### config.mk
export PLATFORM = sky130hd
export DESIGN_NAME = shift32_seq
export DESIGN_NICKNAME = d
export VERILOG_FILES = /design/src/rtl/shift32_seq.sv
export SDC_FILE = /design/constraint.sdc
export NUM_CORES = 1
export LEC_CHECK = 0
export CAP_MARGIN = 20
export CORE_MARGIN = 2
export CORE_UTILIZATION = 35
export CTS_CLUSTER_SIZE = 30
export DETAILED_ROUTE_END_ITERATION = 6
export SYNTH_ARGS = -nofsm -noshare
export SYNTH_HDL_FRONTEND = slang
export SYNTH_SLANG_ARGS = --single-unit
### constraint.sdc
create_clock -name clk -period 11.1 [get_ports clk]
set_input_delay 2.22 -clock clk [delete_from_list [all_inputs] [get_ports clk]]
set_output_delay 2.22 -clock clk [all_outputs]
set_load 0.01 [all_outputs]
### src/rtl/shift32_seq.sv
// shift32_seq: sequential 32-bit shifter/rotator built from 8-bit funnel stages.
// Right shifts read bits [31:0] of {fill, din} >> n. Left shifts are done as a
// right shift of {din, G} by 32 - n.
// The default build has one funnel stage and writes one output byte per RUN cycle.
// Define SHIFT32_SEQ_FAST_EN to use four parallel funnel stages, so RUN takes one cycle.

// One funnel lane: take the low byte of {hi, lo} >> sh.
module shift32_seq_funnel (
  input  logic [7:0] hi,
  input  logic [7:0] lo,
  input  logic [2:0] sh,
  output logic [7:0] y
);
  // Combinational funnel; the upper byte of the shifted pair is not needed.
  always_comb y = 8'({hi, lo} >> sh);
endmodule

module shift32_seq (
  input  logic        clk,
  input  logic        rst,
  input  logic        start,
  input  logic [31:0] din,
  input  logic [4:0]  n,
  input  logic        lr,
  input  logic        ar,
  input  logic        rot,
  output logic        busy,
  output logic        done,
  output logic [31:0] dout
);
  localparam int NUM_LANES = 4;

  typedef enum logic [1:0] {IDLE, RUN, DONE} state_t;
  state_t state;

  logic [31:0]            c_din;
  logic [4:0]             c_n;
  logic                   c_lr, c_ar, c_rot;
  logic [NUM_LANES-1:0][7:0] dout_r;

  // Build the 64-bit source and the right-shift amount.
  // A left shift by n equals a right shift of {din, G} by 32 - n.
  // When n = 0, the right-shift source is used so that din passes through in every mode.
  logic             left_eff;
  logic [4:0]       amt;
  logic [1:0]       q;
  logic [2:0]       r;
  logic [31:0]      fill;
  logic [7:0][7:0]  src;

  assign left_eff = c_lr && (c_n != 5'd0);
  assign amt      = left_eff ? (~c_n + 5'd1) : c_n;
  assign q        = amt[4:3];
  assign r        = amt[2:0];
  assign fill     = c_rot ? c_din : (c_ar ? {32{c_din[31]}} : 32'h0);
  assign src      = left_eff ? {c_din, (c_rot ? c_din : 32'h0)} : {fill, c_din};
  assign dout     = dout_r;

`ifdef SHIFT32_SEQ_FAST_EN
  // Four lanes: lane k reads source bytes k+q and k+q+1 (the highest index is 7).
  logic [NUM_LANES-1:0][7:0] lane_y;
  for (genvar k = 0; k < NUM_LANES; k++) begin : g_lane
    logic [2:0] idx;
    assign idx = 3'(k) + {1'b0, q};
    shift32_seq_funnel u_funnel (
      .hi (src[idx + 3'd1]),
      .lo (src[idx]),
      .sh (r),
      .y  (lane_y[k])
    );
  end
`else
  // A single lane whose byte index follows the RUN counter.
  logic [1:0] cnt;
  logic [2:0] idx;
  logic [7:0] lane_y;
  assign idx = {1'b0, cnt} + {1'b0, q};
  shift32_seq_funnel u_funnel (
    .hi (src[idx + 3'd1]),
    .lo (src[idx]),
    .sh (r),
    .y  (lane_y)
  );
`endif

  // Control FSM: capture on accept, write result bytes during RUN, pulse done.
  always_ff @(posedge clk) begin
    if (rst) begin
      state  <= IDLE;
      c_din  <= '0;
      c_n    <= '0;
      c_lr   <= 1'b0;
      c_ar   <= 1'b0;
      c_rot  <= 1'b0;
      busy   <= 1'b0;
      done   <= 1'b0;
      dout_r <= '0;
`ifndef SHIFT32_SEQ_FAST_EN
      cnt    <= '0;
`endif
    end else begin
      case (state)
        IDLE: begin
          done <= 1'b0;
          if (start) begin
            c_din <= din;
            c_n   <= n;
            c_lr  <= lr;
            c_ar  <= ar;
            c_rot <= rot;
            busy  <= 1'b1;
            state <= RUN;
`ifndef SHIFT32_SEQ_FAST_EN
            cnt   <= '0;
`endif
          end
        end
        RUN: begin
`ifdef SHIFT32_SEQ_FAST_EN
          dout_r <= lane_y;
          busy   <= 1'b0;
          done   <= 1'b1;
          state  <= DONE;
`else
          dout_r[cnt] <= lane_y;
          cnt         <= cnt + 2'd1;
          if (cnt == 2'd3) begin
            busy  <= 1'b0;
            done  <= 1'b1;
            state <= DONE;
          end
`endif
        end
        DONE: begin
          done  <= 1'b0;
          state <= IDLE;
        end
        default: begin
          busy  <= 1'b0;
          done  <= 1'b0;
          state <= IDLE;
        end
      endcase
    end
  end
endmodule
=== Word-level counts from Yosys, hierarchy flattened ===
Index checks and enable logic that the tools add are counted.

* Register bits: 78
* Input port bits: 43
* Output and inout bits: 34
* Word-level logic and storage cells: 60

* $add $sub $neg: 4
* Bitwise operators: 3
* Eq/ne operators: 5
* Reductions and logical operators: 10
* Shift operators: 1
* $lt $le $gt $ge: 4
* Muxes and demuxes: 20

{| class="wikitable"
|+ Operator list
! cell !! number
|-
| 32-bit two-way mux || 3
|-
| 64-bit two-way mux || 1
|-
| 8-bit binary-select mux with 3-bit select || 2
|-
| 32-bit bitwise mux || 1
|-
| 8-bit two-way mux || 3
|-
| 8-bit demux with 2-bit select || 1
|-
| 16-bit by 3-bit right shift with 8-bit output || 1
|-
| 3-bit by 4-bit less-than comparator with 1-bit output, second input constant || 2
|-
| 2-bit one-hot mux with 2 select lines || 2
|-
| 2-bit two-way mux || 3
|-
| 2-bit AND reduction || 3
|-
| 5-bit by 1-bit adder with 5-bit output, second input constant || 1
|-
| 5-bit two-way mux || 1
|-
| 5-bit NOT || 1
|-
| 5-bit nonzero test || 1
|-
| 2-bit equality test, second input constant || 2
|-
| 2-bit inequality test, second input constant || 2
|-
| 2-bit by 2-bit adder with 3-bit output || 1
|-
| 3-bit by 1-bit adder with 3-bit output, second input constant || 1
|-
| 2-bit by 3-bit less-than comparator with 1-bit output, second input constant || 1
|-
| 1-bit one-hot mux with 3 select lines || 1
|-
| 3-bit AND reduction || 1
|-
| 2-bit by 1-bit adder with 2-bit output, second input constant || 1
|-
| 2-bit by 1-bit equality test with 1-bit output, second input constant || 1
|-
| other kinds (7) || 10
|}

=== Logic depth before layout (Yosys ltp) ===
* Depth in word-level cells: 9
* Gate-level depth with buffers: 22
* Depth with buffers taken out: 17

=== Cells and area by module ===
A second synthesis with hierarchy kept.

* Cells, all modules: 475
* Area total of the unflattened synthesis: 4071.4 sq um

{| class="wikitable"
|+ Modules (own cells, without submodules)
! module !! instances !! area each (sq um) !! sequential area each (sq um) !! cells each
|-
| shift32_seq || 1 || 3631.0 || 1561.5 || 427
|-
| shift32_seq_funnel || 1 || 440.4 || 0.0 || 48
|}

=== Worst setup path after synthesis ===
Ideal clock, no wire load.

* Path type: register to register
* From: register c_n[0]
* To: register dout_r, in the netlist dout[4]
* Data required time: 10964 ps
* Setup time: 136 ps
* Slack: 6236 ps
* Arrival: 4729 ps
* Stages on the path, launching flop included: 22
* Path buffers: 5
* Period minus slack after synthesis: 4864 ps
* Cell sequence: dfxtp_1 > clkbuf_1 > inv_1 > clkbuf_1 > ha_1 > nor3b_1 > ha_1 > nor2b_1 > buf_6 > buf_2 > o31ai_1 > xnor2_1 > ha_1 > fa_1 > ha_1 > buf_2 > mux4_2 > nor3b_2 > nor2_1 > o41ai_1 > nor4b_2 > a211oi_1

* Word-level cells in the longest chain between the ends: 9
* Elaborated cells between the ends (all ways): 14
* Those cells by class: add/sub (3); shift (1); mux (7); bitwise (1); reduce/logical (2)

{| class="wikitable"
|+ RTL lines
! item !! line !! source
|-
| start, declared || 37 || <nowiki>logic [4:0] c_n;</nowiki>
|-
| start signal, assigned || 107 || <nowiki>c_n <= n;</nowiki>
|-
| 5-bit NOT or 5-bit nonzero test (tied branches) || 52, 51 ||
|-
| 5-bit by 1-bit adder with 5-bit output or 1-bit logical AND (tied branches) || 52, 51 ||
|-
| 5-bit two-way mux || 52 || <nowiki>assign amt = left_eff ? (~c_n + 5'd1) : c_n;</nowiki>
|-
| 2-bit by 2-bit adder with 3-bit output || 77 || <nowiki>assign idx = {1'b0, cnt} + {1'b0, q};</nowiki>
|-
| 3-bit by 1-bit adder with 3-bit output || 79 || <nowiki>.hi (src[idx + 3'd1]),</nowiki>
|-
| 8-bit binary-select mux with 3-bit select || 79 ||
|-
| 8-bit two-way mux (implied by the code) || 79 ||
|-
| 16-bit by 3-bit right shift with 8-bit output * || 15 || <nowiki>always_comb y = 8'({hi, lo} >> sh);</nowiki>
|-
| 32-bit bitwise mux * || 125 || <nowiki>dout_r[cnt] <= lane_y;</nowiki>
|-
| end signal, assigned by index || 125 ||
|-
| end, declared || 39 || <nowiki>logic [NUM_LANES-1:0][7:0] dout_r;</nowiki>
|}

Mark *: on every way between the ends. The rest lies on a longest branch, timed or not. The select of a mux whose other input is x is not followed.
A chain may end at the register's enable or synchronous reset.

=== Final worst setup path ===
* From: register c_n[0]
* To: register dout_r, in the netlist dout[9]

The elaborated chain is that of the path after synthesis.

==> metrics.txt <==
Hold Path Class=reg -> reg; deepest clock path buffer count=2; DRC=5; worst slack at placement=5565 ps; R2R Path End=dout[9]; Final Critical Period=~5600 ps; slowest cell on the critical path=fa_1; Die X=113.2 um; Final Skew=approximately 10 ps; CP Class=reg -> reg; final setup margin=roughly 5500 ps; cell area after layout=between 5000 and 6000 um^2; DR vias=around 3700; pin count of the biggest net entering global routing=88; Layout Cells excl Fill=692; htree depth=3; Hold EP=c_n[4]; gpl congestion=~0.91; RSZ-0062 raised after global routing=no; Switching Share=around a quarter; max incr delay on CP=around 630 ps; reg2reg start=c_n[0]; Sw Pwr=~0.21 mW; Synth warnings=0; filler instances=about 1200; Tightest Pin Transition=869.3 ps; Initial DRC Count=around 180; most frequent cell after synthesis=nand2_1; CP endpoint kind=flop; Min-Delay Path Depth=2; most frequent CP cell=ha_1; fraction of layout cells with a size suffix above 1=~11%; Synth async-reset ratio=0%; register area=between 1500 and 2000 um^2; maximum clock rate=between 150 and 200 MHz; Post-synth EDFFs=0; post-place instance area=about 5000 um^2; placed cell count=between 600 and 700; Die Ht=113.2 um; area of the multi-input gates=~2400 um^2; distinct cell type count after synthesis=60; Clock Root Buffer=clkbuf_16; drt first pass iters=6; Seq/Total Area, Yosys=37.43%; final layout net count=a little under 600; Net Count, Synth=around 540; io pins=77; post-DR wirelength/cell=15.91 um; TritonCTS buffer count=9; area grow syn2layout=28.25%; synthesized area per cell=roughly 8.6 um^2; FF-to-FF setup slack=5500 ps; port bufs=76; first-pass GRT wire length=18380 um; vias per cell=between 5 and 6; Max-cap violations=0; Fin Hold WS=between 400 and 500 ps; Total Wirelength=about 11000 um; Fin Setup TNS=0 ps; Max Slew Vio Count=0; CP arrival=about 5800 ps; post-CTS setup repair buffer count=0; status=finished with violations; clock network power share=a little over two fifths; Routed Antenna Nets=0; P per Cell Area=about 150 nW/um^2; synth top area cells=dfxtp_1 (37%), nand2_1 (9.4%), mux4_2 (8.1%); failing checks=design-rule violations; share of the synthesized area in the top cell type=37.43%; Top FF cell, synth=dfxtp_1; sequential fraction of design power=about two fifths; Post-Syn Area=~4200 um^2; Peak VDD IR=between 0.00005 and 0.00006 V; Period Utilization, post-route=between 50% and 60%; Reg clk slew, reported paths=~60 ps; CTS tree=yes; Die Footprint=about 13000 um^2; Clk Latency, worst-skew pair=approximately 340 ps; crit start category=flop; global route overflow=0; critical-path cell list=buf_4 -> inv_1 -> ha_1 -> nor3b_1 -> ha_1 -> nor2b_1 -> buf_4 -> o31ai_1 -> xnor2_1 -> ha_1 -> fa_1 -> ha_1 -> mux4_2 -> nor3b_2 -> o31ai_1 -> o32ai_1 -> nor3_2 -> a211oi_1; initial antenna violation count=0; num rows=39; Pint=about 0.58 mW; Sink Count=slightly below 80; endpoints failing setup=0; Final Hold Vio Count=0; Ant. Diodes=0; combinational fraction of design power=around a fifth; All-Layer GR Usage=17.72%; synthesized instance count=slightly below 500; vias in the first global route=about 3600; cts hold-fix bufs=0; #FFs+latches synth=~80; Core Region=11520 um^2; Initial Util=a little over a third; post-CTS resize count=0; Worst R2R Path Depth=18; leakage power=approximately 1.8 nW; Slew headroom=~42%; post-DP HPWL=about 8000 um; WP data required=between 10000 and 15000 ps; Commonest cells post-synth=nand2_1 (104), dfxtp_1 (78), a21oi_1 (51); hold_sp=c_n[4]; cell taking the most area after synthesis=dfxtp_1; CP max FO=28
[cells in the final DEF (no fill, tap or decap), types with 3 or more instances in the layout]
cell type	count
a211oi_1	17
a21oi_1	51
a21oi_2	3
a221oi_1	4
a22oi_1	3
a311oi_1	3
and2_1	4
buf_4	7
clkbuf_16	9
clkbuf_8	3
clkdlybuf4s50_1	75
dfxtp_1	78
ha_1	8
inv_1	10
mux2i_1	5
mux4_2	15
nand2_1	104
nand3_1	7
nand3b_1	13
nor2_1	37
nor2b_1	4
nor3_1	7
nor3b_2	4
o211ai_1	5
o21ai_0	5
o21ai_1	11
o221ai_1	3
o31ai_1	3
o41ai_1	5
xnor2_1	3
[worst max-delay path by stage]
stage | start | to | slack, ps | cells past startpoint
2_1_floorplan | c_n[0] | dout[4] | 6240 | 21
3_3_place_gp | c_n[0] | dout[4] | 5740 | 18
3_5_place_dp | c_n[0] | dout[9] | 5570 | 18
4_1_cts | c_n[0] | dout[9] | 5530 | 18
5_1_grt | c_n[0] | dout[17] | 5020 | 18
6_report | c_n[0] | dout[9] | 5500 | 18
[layer usage]
metal / up-vias / global-route usage, % / part of all wire (%)
met5: - / 0 / 0
met4: 0 / 5.772 / 1.0
met3: 9 / 3.428 / 4.2
met2: 82 / 29.38 / 49
met1: 1760 / 23.28 / 46
li1: 1866 / - / -
[area by class of cell]
class	instances	share of cell area (%)
repair buffers	83	15.11
flip-flops and latches	78	29.19
clock buffers	12	4.981
multi-input cells	362	45.25
inverters	10	0.7016
clock inverters	4	1.427
well taps	143	3.344
[flip-flops by register name, summed over array words and instances, names as in the netlist]
register,flops
c_din,32
busy,1
dout,32
c_lr,1
state,2
c_rot,1
c_ar,1
c_n,5
done,1
cnt,2
[per-stage QoR]
step | power [mW] | util (%)
2_1_floorplan | 0.4088 | -
3_3_place_gp | 0.4545 | 43.42
3_5_place_dp | 0.4559 | 43.42
4_1_cts | 0.7896 | 46.39
5_1_grt | 0.8179 | 46.46
6_report | 0.7836 | 46.46
[power by group through the flow]
stage / Sequential [mW] / Clock, mW / Combinational, mW
finish: 0.304 / 0.333 / 0.147
global route: 0.306 / 0.351 / 0.161
CTS: 0.304 / 0.339 / 0.146
detailed placement: 0.310 / 0 / 0.146
global placement: 0.310 / 0 / 0.145
floorplan: 0.308 / 0 / 0.101
[cell families (layout without fill, tap and decap cells)]
| logic type | count (synthesis) | in the layout | synth area share (%) |
|---|---|---|---|
| buffers and inverters | 46 | 109 | 4.649 |
| adders and majority gates | 9 | 9 | 2.880 |
| xor gates and xnor gates | 5 | 5 | 1.230 |
| DFF | 78 | 78 | 37.43 |
| and+or+nand+nor | 196 | 196 | 22.59 |
| AOI/OAI and AO/OA | 131 | 131 | 21.57 |
| muxes | 21 | 21 | 9.658 |
[critical path: cells and delay by family (launching register included)]
kind	cells	cell delay (ps)
AO/OA/AOI/OAI	4	820
buffers and inverters	3	830
flip-flops	1	310
adder cells (fa/ha/maj)	5	2030
multiplexers	1	560
XOR/XNOR	1	150
AND/OR/NAND/NOR	4	750
No activity file was read; power rests on OpenSTA's default activity.
